===== config.mk =====
export PLATFORM = sky130hd
export DESIGN_NAME = vga_scanout
export DESIGN_NICKNAME = d
export VERILOG_FILES = /design/src/rtl/vga_pkg.sv /design/src/rtl/vga_timing.sv /design/src/rtl/vga_scanout.sv
export SDC_FILE = /design/constraint.sdc
export NUM_CORES = 1
export LEC_CHECK = 0
export BUFFER_PORTS_ARGS = -buffer_cell sky130_fd_sc_hd__buf_2
export CAP_MARGIN = 5
export CORE_ASPECT_RATIO = 1.2
export CORE_MARGIN = 2
export CORE_UTILIZATION = 53
export DETAILED_ROUTE_END_ITERATION = 10
export PLACE_DENSITY = 0.82
export SLEW_MARGIN = 20
export SYNTH_ARGS = -nofsm -noshare
export SYNTH_HDL_FRONTEND = slang
export SYNTH_SLANG_ARGS = --single-unit

===== constraint.sdc =====
create_clock -name clk -period 2.4 [get_ports clk]
set_input_delay 0.12 -clock clk [delete_from_list [all_inputs] [get_ports clk]]
set_output_delay 0.12 -clock clk [all_outputs]
set_load 0.01 [all_outputs]

===== src/rtl/vga_pkg.sv =====
// vga_pkg: VGA timing constants, pixel/address types and colour helper shared by the scan-out
package vga_pkg;

  localparam int H_TOTAL  = 640 + 16 + 96 + 48;
  localparam int V_TOTAL  = 480 + 10 + 2 + 33;
  localparam int WIN_SIZE = 256;

  typedef logic [9:0] cnt_t;

  typedef struct packed {
    logic [7:0] r;
    logic [7:0] g;
    logic [7:0] b;
  } rgb24_t;

  typedef struct packed {
    logic [3:0] r;
    logic [3:0] g;
    logic [3:0] b;
  } vga_px_t;

  typedef struct packed {
    logic [7:0] x;
    logic [7:0] y;
  } win_addr_t;

  typedef struct packed {
    logic hs;
    logic vs;
    logic active;
    logic win;
    logic border;
  } px_tag_t;

  function automatic vga_px_t to_px(rgb24_t c);
    return '{r: c.r[7:4], g: c.g[7:4], b: c.b[7:4]};
  endfunction

endpackage


===== src/rtl/vga_timing.sv =====
// vga_timing: h/v scan counters, raw syncs, active flag and registered vblank/frame_start
module vga_timing import vga_pkg::*; #(
  parameter int H_ACTIVE = 640,
  parameter int H_FP     = 16,
  parameter int H_SYNC   = 96,
  parameter int H_BP     = 48,
  parameter int V_ACTIVE = 480,
  parameter int V_FP     = 10,
  parameter int V_SYNC   = 2,
  parameter int V_BP     = 33
) (
  input  logic clk,
  input  logic rst,
  output cnt_t h_cnt,
  output cnt_t v_cnt,
  output logic hs_raw,
  output logic vs_raw,
  output logic active,
  output logic vblank,
  output logic frame_start
);

  localparam cnt_t HA  = cnt_t'(H_ACTIVE);
  localparam cnt_t HS0 = cnt_t'(H_ACTIVE + H_FP);
  localparam cnt_t HS1 = cnt_t'(H_ACTIVE + H_FP + H_SYNC);
  localparam cnt_t HL  = cnt_t'(H_ACTIVE + H_FP + H_SYNC + H_BP - 1);
  localparam cnt_t VA  = cnt_t'(V_ACTIVE);
  localparam cnt_t VS0 = cnt_t'(V_ACTIVE + V_FP);
  localparam cnt_t VS1 = cnt_t'(V_ACTIVE + V_FP + V_SYNC);
  localparam cnt_t VL  = cnt_t'(V_ACTIVE + V_FP + V_SYNC + V_BP - 1);

  cnt_t h_d, h_q, v_d, v_q;
  logic vblank_d, vblank_q, fs_d, fs_q;

  // next scan position; vblank/frame_start are computed from it so the registered flags line up with the counters
  always_comb begin
    h_d      = (h_q == HL) ? '0 : h_q + cnt_t'(1);
    v_d      = (h_q != HL) ? v_q : (v_q == VL) ? '0 : v_q + cnt_t'(1);
    vblank_d = v_d >= VA;
    fs_d     = h_d == '0 && v_d == VA;
  end

  // scan state, cleared to the top-left corner on reset
  always_ff @(posedge clk or negedge rst) begin
    if (!rst) begin
      h_q      <= '0;
      v_q      <= '0;
      vblank_q <= 1'b0;
      fs_q     <= 1'b0;
    end else begin
      h_q      <= h_d;
      v_q      <= v_d;
      vblank_q <= vblank_d;
      fs_q     <= fs_d;
    end
  end

  assign h_cnt       = h_q;
  assign v_cnt       = v_q;
  assign hs_raw      = !(h_q >= HS0 && h_q < HS1);
  assign vs_raw      = !(v_q >= VS0 && v_q < VS1);
  assign active      = h_q < HA && v_q < VA;
  assign vblank      = vblank_q;
  assign frame_start = fs_q;

endmodule


===== src/rtl/vga_scanout.sv =====
// vga_scanout: VGA scan-out of a centred 256x256 image from a synchronous pixel memory; VGA_SCANOUT_BORDER_EN draws a white 1-pixel ring around the image
module vga_scanout import vga_pkg::*; #(
  parameter int          H_ACTIVE = 640,
  parameter int          H_FP     = 16,
  parameter int          H_SYNC   = 96,
  parameter int          H_BP     = 48,
  parameter int          V_ACTIVE = 480,
  parameter int          V_FP     = 10,
  parameter int          V_SYNC   = 2,
  parameter int          V_BP     = 33,
  parameter int          WIN_X0   = 192,
  parameter int          WIN_Y0   = 112,
  parameter int          RD_LAT   = 1,
  parameter logic [23:0] BG_RGB   = 24'h202020
) (
  input  logic        clk,
  input  logic        rst,
  output logic        rd_en,
  output logic [15:0] rd_addr,
  input  logic [23:0] rd_data,
  output logic [3:0]  vga_r,
  output logic [3:0]  vga_g,
  output logic [3:0]  vga_b,
  output logic        vga_hs,
  output logic        vga_vs,
  output logic        vblank,
  output logic        frame_start
);

  localparam cnt_t WX0 = cnt_t'(WIN_X0);
  localparam cnt_t WX1 = cnt_t'(WIN_X0 + WIN_SIZE - 1);
  localparam cnt_t WY0 = cnt_t'(WIN_Y0);
  localparam cnt_t WY1 = cnt_t'(WIN_Y0 + WIN_SIZE - 1);
`ifdef VGA_SCANOUT_BORDER_EN
  localparam cnt_t BX0 = cnt_t'(WIN_X0 - 1);
  localparam cnt_t BX1 = cnt_t'(WIN_X0 + WIN_SIZE);
  localparam cnt_t BY0 = cnt_t'(WIN_Y0 - 1);
  localparam cnt_t BY1 = cnt_t'(WIN_Y0 + WIN_SIZE);
`endif
  localparam px_tag_t TAG_BLANK = '{hs: 1'b1, vs: 1'b1, default: 1'b0};
  localparam vga_px_t PX_BG     = to_px(BG_RGB);
  localparam vga_px_t PX_WHITE  = '1;

  cnt_t      h_cnt, v_cnt;
  logic      hs_raw, vs_raw, active;
  px_tag_t   tag, last;
  win_addr_t addr;
  px_tag_t [RD_LAT-1:0] pipe_d, pipe_q;
  vga_px_t   px_d, px_q;
  logic      hs_d, hs_q, vs_d, vs_q;

  vga_timing #(
    .H_ACTIVE (H_ACTIVE),
    .H_FP     (H_FP),
    .H_SYNC   (H_SYNC),
    .H_BP     (H_BP),
    .V_ACTIVE (V_ACTIVE),
    .V_FP     (V_FP),
    .V_SYNC   (V_SYNC),
    .V_BP     (V_BP)
  ) u_timing (
    .clk         (clk),
    .rst         (rst),
    .h_cnt       (h_cnt),
    .v_cnt       (v_cnt),
    .hs_raw      (hs_raw),
    .vs_raw      (vs_raw),
    .active      (active),
    .vblank      (vblank),
    .frame_start (frame_start)
  );

  // classify the pixel under the counters and form its image address (zero outside the window)
  always_comb begin
    tag        = TAG_BLANK;
    tag.hs     = hs_raw;
    tag.vs     = vs_raw;
    tag.active = active;
    tag.win    = h_cnt >= WX0 && h_cnt <= WX1 && v_cnt >= WY0 && v_cnt <= WY1;
`ifdef VGA_SCANOUT_BORDER_EN
    tag.border = ((h_cnt == BX0 || h_cnt == BX1) && v_cnt >= BY0 && v_cnt <= BY1) ||
                 ((v_cnt == BY0 || v_cnt == BY1) && h_cnt >= BX0 && h_cnt <= BX1);
`else
    tag.border = 1'b0;
`endif
    addr.x     = tag.win ? 8'(h_cnt - WX0) : '0;
    addr.y     = tag.win ? 8'(v_cnt - WY0) : '0;
  end

  assign rd_en   = tag.win;
  assign rd_addr = addr;
  assign last    = pipe_q[RD_LAT-1];

  // delay the tags by the memory latency so the oldest one meets its rd_data, then choose the colour
  always_comb begin
    pipe_d[0] = tag;
    for (int i = 1; i < RD_LAT; i++) pipe_d[i] = pipe_q[i-1];
    px_d = last.win ? to_px(rd_data) : last.border ? PX_WHITE : last.active ? PX_BG : '0;
    hs_d = last.hs;
    vs_d = last.vs;
  end

  // tag pipeline and pin registers; reset leaves the screen blank with syncs idle
  always_ff @(posedge clk or negedge rst) begin
    if (!rst) begin
      pipe_q <= {RD_LAT{TAG_BLANK}};
      px_q   <= '0;
      hs_q   <= 1'b1;
      vs_q   <= 1'b1;
    end else begin
      pipe_q <= pipe_d;
      px_q   <= px_d;
      hs_q   <= hs_d;
      vs_q   <= vs_d;
    end
  end

  assign vga_r  = px_q.r;
  assign vga_g  = px_q.g;
  assign vga_b  = px_q.b;
  assign vga_hs = hs_q;
  assign vga_vs = vs_q;

endmodule


=== Word-level counts from Yosys, hierarchy flattened ===
Cells that the tools add are included.

* Flip-flop bits (word level): 40
* Output and inout port bits: 33
* Logic and storage cells: 49

* $add $sub $neg: 4
* $lt $le $gt $ge: 11
* Eq/ne operators: 4
* Mux-type cells: 7
* Reduce and logical (&&, ||, !) cells: 10

{| class="wikitable"
|+ Operator list
! kind !! number
|-
| $mux W10 || 4
|-
| $add A10 B1 Y10 const B || 2
|-
| $eq A10 B10 Y1 const B || 2
|-
| $ge A10 B9 Y1 const B || 2
|-
| $le A10 B9 Y1 const B || 2
|-
| $lt A10 B10 Y1 const B || 2
|-
| $lt A10 B9 Y1 const B || 2
|-
| $mux W8 || 2
|-
| $mux W12 || 1
|-
| $eq A10 B9 Y1 const B || 1
|-
| $ge A10 B10 Y1 const B || 1
|-
| $ge A10 B7 Y1 const B || 1
|-
| $ge A10 B8 Y1 const B || 1
|-
| $logic_not A10 Y1 || 1
|-
| $ne A10 B10 Y1 const B || 1
|-
| $sub A8 B7 Y8 const B || 1
|-
| $sub A8 B8 Y8 const B || 1
|-
| $logic_and A1 B1 Y1 || 7
|-
| $logic_not A1 Y1 || 2
|}

=== Logic depth before layout (Yosys ltp) ===
* Depth in word-level cells: 5
* Depth in mapped cells: 8
* Gate-level depth less buffers: 7

=== Cells and area by module ===
A second synthesis with hierarchy kept.

* Cells, all modules: 232
* Area, all modules: 2446.1 µm²

{| class="wikitable"
|+ By module, submodules not included
! module !! times used !! cells an instance !! area an instance (µm²)
|-
| vga_timing || 1 || 156 || 1497.7
|-
| vga_scanout || 1 || 76 || 948.4
|}

=== Least setup slack after synthesis ===
OpenSTA, ideal clock, no wires.

* Path kind: reg-to-output
* Start point: register u_timing.h_q[0] (netlist: u_timing.h_cnt[0])
* End point: output rd_addr[0]
* Arrival: 1.812 ns
* Path slack: 0.468 ns
* Stages on the path, launching flop included: 8
* Buffers on the path: 1
* Cells stage by stage: dfrtp_1 > ha_1 > nand3_2 > o311ai_1 > o21ai_1 > and4bb_2 > buf_6 > and2_1

* Longest elaborated chain between the ends: 5
* Elaborated cells on any way between the ends: 6
* Classes of those cells: order compare (2); mux (1); reduce/logical (3)

{| class="wikitable"
|+ Ends and longest elaborated chain
! item !! line !! RTL
|-
| from (decl) || vga_timing.sv:32 || <nowiki>cnt_t h_d, h_q, v_d, v_q;</nowiki>
|-
| from (signal assigned) || vga_timing.sv:46 || <nowiki>h_q <= '0;</nowiki>
|-
| from (signal assigned) || vga_timing.sv:51 || <nowiki>h_q <= h_d;</nowiki>
|-
| $ge A10 B8 Y1 or $le A10 B9 Y1 (tied branches) || vga_scanout.sv:79 || <nowiki>tag.win = h_cnt >= WX0 && h_cnt <= WX1 && v_cnt >= WY0 && v_cnt <= WY1;</nowiki>
|-
| $logic_and A1 B1 Y1 (*) (3 in series) || vga_scanout.sv:79 ||
|-
| net rd_en || vga_scanout.sv:18 || <nowiki>output logic rd_en,</nowiki>
|-
| $mux W8 (*) || vga_scanout.sv:87 || <nowiki>addr.y = tag.win ? 8'(v_cnt - WY0) : '0;</nowiki>
|-
| to (decl) || vga_scanout.sv:19 || <nowiki>output logic [15:0] rd_addr,</nowiki>
|}

Mark *: on every way through the listed nets, which the timed path passes. The rest lies on a longest branch.

=== Worst setup path after layout ===
* Start point: register u_timing.v_q[1] (netlist: u_timing.v_cnt[1])
* End point: output rd_addr[3]

* Longest elaborated chain between the ends: 4
* Elaborated cells on any way between the ends: 6
* Classes of those cells: add/sub (1); order compare (2); mux (1); reduce/logical (2)

{| class="wikitable"
|+ Ends and longest elaborated chain
! item !! line !! RTL
|-
| from (decl) || vga_timing.sv:32 ||
|-
| from (signal assigned) || vga_timing.sv:52 || <nowiki>v_q <= v_d;</nowiki>
|-
| $ge A10 B7 Y1 || vga_scanout.sv:79 ||
|-
| $logic_and A1 B1 Y1 (2 in series) || vga_scanout.sv:79 ||
|-
| $mux W8 (*) || vga_scanout.sv:87 ||
|}

Mark *: on every way between the ends. The rest lies on a longest branch, timed or not.

==> reports/results.txt <==
The flow ran to the end, and the final reports show no timing, DRC or antenna violations. The floorplan step defined a core boundary enclosing 4200 µm². Timing would allow up to 427 MHz. The number of antenna diodes in the final layout is 0. Setup repair after global routing left no endpoint under its margin. For the via count of the first global-routing pass, the log shows 1912.

The number of antenna-violating nets in the routed design is 0, and the number of enable-type register cells in the synthesized netlist is 0. Total cell area at the placement stage: 2590 µm². The logs give 54.5% for the starting density of the core and 2 for the maximum number of buffers from clock root to sink. The run gives 0 as the total of endpoints with negative setup slack in the final report.

The kind of end point of the critical path was an output port. Area of the multi-input gates: 1250 µm². Entering global routing, the biggest net connects 41 pins. Across the whole layout, storage elements account for 1010 µm². Dividing the detail-routed via count by the number of cells gives 5.95.

Setup total negative slack on the finished layout was measured at 0 ns. The maximum vdd drop is 0.279 mV. The final max-slew violation count is 0.

Dividing the detail-routed wire length by the instance count gives 16.9 µm. The completed layout was analyzed and its total power is 0.00134 W. The tools report the total wirelength of the detailed-routed design as 5.97 mm. The cell area after layout is 2850 µm². Leaving out fill and tap cells, the most frequent cells in the layout are sky130_fd_sc_hd__buf_2, sky130_fd_sc_hd__dfrtp_1, sky130_fd_sc_hd__and2_1. After detailed routing, the number of remaining DRC violations is 0. After synthesis, the netlist uses 44 different library cells.

Switching share of power: 18.7%. The floorplan die width is 64.0 µm. The area of the die is 4860 µm², and the number of antenna violations at the first check in global routing is 0.

The proportion of power drawn by flip-flops and latches was 50.2%; the total number of nets in the final design was 336. Routability-driven placement finished with a final weighted congestion of 0.888. In the synthesized netlist the dominant register cell turns out to be sky130_fd_sc_hd__dfrtp_1. In this run the worst path has a maximum fanout of 4.

Grouping stages by cell kind, the critical path spends the most delay in simple AND/OR/NAND/NOR gates. The run gives 0.30 ns as the later-pin clock latency in the skew report. The largest individual stage delay along the critical path comes from the cell sky130_fd_sc_hd__dfrtp_1. The total overflow reported by the global router is 0, and the die extent in y is 76.0 µm. In this run the tool buffered the top-level ports with 46 buffer cells. Cell internal power was estimated by the tool at 0.00109 W. Number of cell rows: 26.

The net count after synthesis was 278. The worst setup path is launched from a register. The global-route usage over all layers came out at 23.0%. The worst stage delay on the critical path works out to 0.40 ns. The logs give 1.34 nW for the standby leakage power and 5 for the number of optimization iterations in the first detailed-route pass. Counting the fill cells in the layout gives 311.

The signal on the critical path passes through inv_1 -> ha_1 -> nor4bb_4 -> o21a_1 -> nor3_4 -> and4bb_2 -> and2_1 -> buf_2. Counting both buffers and inverters, the worst setup path holds a total of 2. Clock-pin slew was measured on the worst setup and hold paths at 0.08 ns.

For the boundary pin count, the log shows 59. The sink count of the clock tree is 40, and the layout cell share with drive strength beyond 1 is 29.9%. CTS built an H-tree with a depth of 2.

The clock tree root driver cell is sky130_fd_sc_hd__clkbuf_8. The clock network power share was 48.1%. Of the total power, combinational logic draws 1.7%. For the detailed router's first-iteration violation count, the log shows 190. Max-cap violations in this run came to 0.

The path type of the worst min-delay path is in2reg. The global-route wire length before repair is 8.90 mm. The power density over the cells was 471 nW/µm²; the final hold violation count was 0.

Routed via count: 2108. Summed over all nets, the half-perimeter wirelength after detailed placement is 3.72 mm. TritonCTS built the clock tree. The layout overhead on the synthesized area works out to 24.5%. The Yosys step of the flow raised 0 warnings. The routed design could run at a clock period as short as 2.34 ns. The fraction of registers with async set/reset came out at 100%. The setup path with the least slack is of type reg2out.

The most common cell after layout, fill and taps aside is sky130_fd_sc_hd__buf_2. The total of flip-flops plus latches after synthesis came out at 40. STA puts the critical path data required time at 2.28 ns.

Dividing the final minimum period by the clock period gives 97.7%. Measured against its own limit, the worst slew margin works out to 41.5%. After synthesis, the mean cell area works out to 9.53 µm². The transition time at the pin with the least slew margin was 0.877 ns; the post-synthesis instance total was 240.

The clock skew is 0.0119 ns. The post-synthesis instance area was 2290 µm²; the portion of the post-synthesis area used by sequential elements was 44.0%. The worst endpoint data arrival time was 2.22 ns; the switching power was 0.000251 W. Number of buffers inserted during clock tree synthesis: 5.
## worst paths after layout
check / start / end / slack [ns] / cells past startpoint
worst max-delay path: u_timing.v_cnt[1] / rd_addr[3] / 0.06 / 8
worst min-delay path: rd_data[13] / vga_g[1] / 0.03 / 3
worst max register to register: u_timing.h_cnt[7] / u_timing.frame_start / 0.17 / 7
worst min register to register: vs_d / vga_vs / 0.36 / 0
max in group asynchronous: rst / u_timing.v_cnt[0] / 1.32 / 2
min in group asynchronous: rst / u_timing.h_cnt[9] / 0.48 / 2
## flip-flops by register name, indices dropped and copies added, names as in the netlist, 2 cells and up
register and count:
vga_b 4, last 2, vga_r 4, u_timing.v_cnt 10, vga_g 4, u_timing.h_cnt 10
## synthesized netlist by cell type, drive strengths merged, types with 4 or more instances
cell type   n  area, µm²
dfrtp      36        901
and2       27        169
nand2      19       71.3
nand3      17       90.1
o21ai      15       75.1
inv        13       48.8
nor2       13       48.8
ha         12        150
a21oi       9       45.0
buf         8       52.6
nand4       7       43.8
xnor2       7       61.3
and3        5       31.3
xor2        5       43.8
clkbuf      4       15.0
dfstp       4        105
nor4        4       37.5
o31ai       4       30.0
## layout make-up
class | count | share of cell area [%]
tap | 56 | 2.46
inverter | 13 | 1.71
clock buffer | 5 | 2.42
sequential | 40 | 35.4
clock inverter | 2 | 2.11
timing repair buffer | 60 | 11.9
multi-input combinational | 178 | 44.0
## power groups by stage
stage                     registers [W]       logic, W  clock network [W]
final                          0.000674      0.0000234           0.000645
after global routing           0.000674      0.0000275           0.000676
after CTS                      0.000674      0.0000247           0.000645
after detailed placement       0.000687      0.0000234                  0
after global placement         0.000687      0.0000226                  0
after floorplan                0.000687  0.00000000102                  0
## repair_timing
action / in CTS / in global routing
setup endpoints to repair: 17 / 17
hold buffers: 1 / 0
resized for setup: 4 / 10
cloned: 1 / 2
hold endpoints to repair: 36 / 0
setup buffers: 0 / 3
pin swaps: 1 / 2
## through the flow
step	instances	setup slack, ns	utilization [%]	hold WS, ns
2_1_floorplan	240	0.468	-	-0.176
3_3_place_gp	340	0.214	61.8	0.267
3_5_place_dp	340	0.209	61.8	0.291
4_1_cts	349	0.0277	65.8	0.0325
5_1_grt	354	0.00205	67.9	0.0343
6_report	354	0.0555	67.9	0.0335
## worst register-to-register path: stages (launching register included)
cell and delay (ns):
sky130_fd_sc_hd__dfrtp_1 0.48, sky130_fd_sc_hd__inv_1 0.12, sky130_fd_sc_hd__ha_1 0.25, sky130_fd_sc_hd__nand4_1 0.27, sky130_fd_sc_hd__nor4_1 0.39, sky130_fd_sc_hd__xor2_1 0.23
sky130_fd_sc_hd__nand4_1 0.19, sky130_fd_sc_hd__a211oi_2 0.21
## logic make-up (layout without fill, tap and decap cells)
logic type	after synthesis	after routing	share of synthesized area (%)
adders and majority gates	12	12	6.56
muxes	1	1	0.438
xor gates and xnor gates	12	12	4.60
and+or+nand+nor	105	108	26.6
DFF	40	40	44.0
AOI/OAI and AO/OA	45	45	12.7
buffers and inverters	25	80	5.09
## per-layer routing
metal	track usage [%]	vias up	part of all wire, %
li1	-	965	-
met5	0	-	0
met1	28.3	996	40
met3	4.75	15	8.9
met2	38.6	132	48
met4	9.57	0	3.0
(Power assumes the default switching activity.)
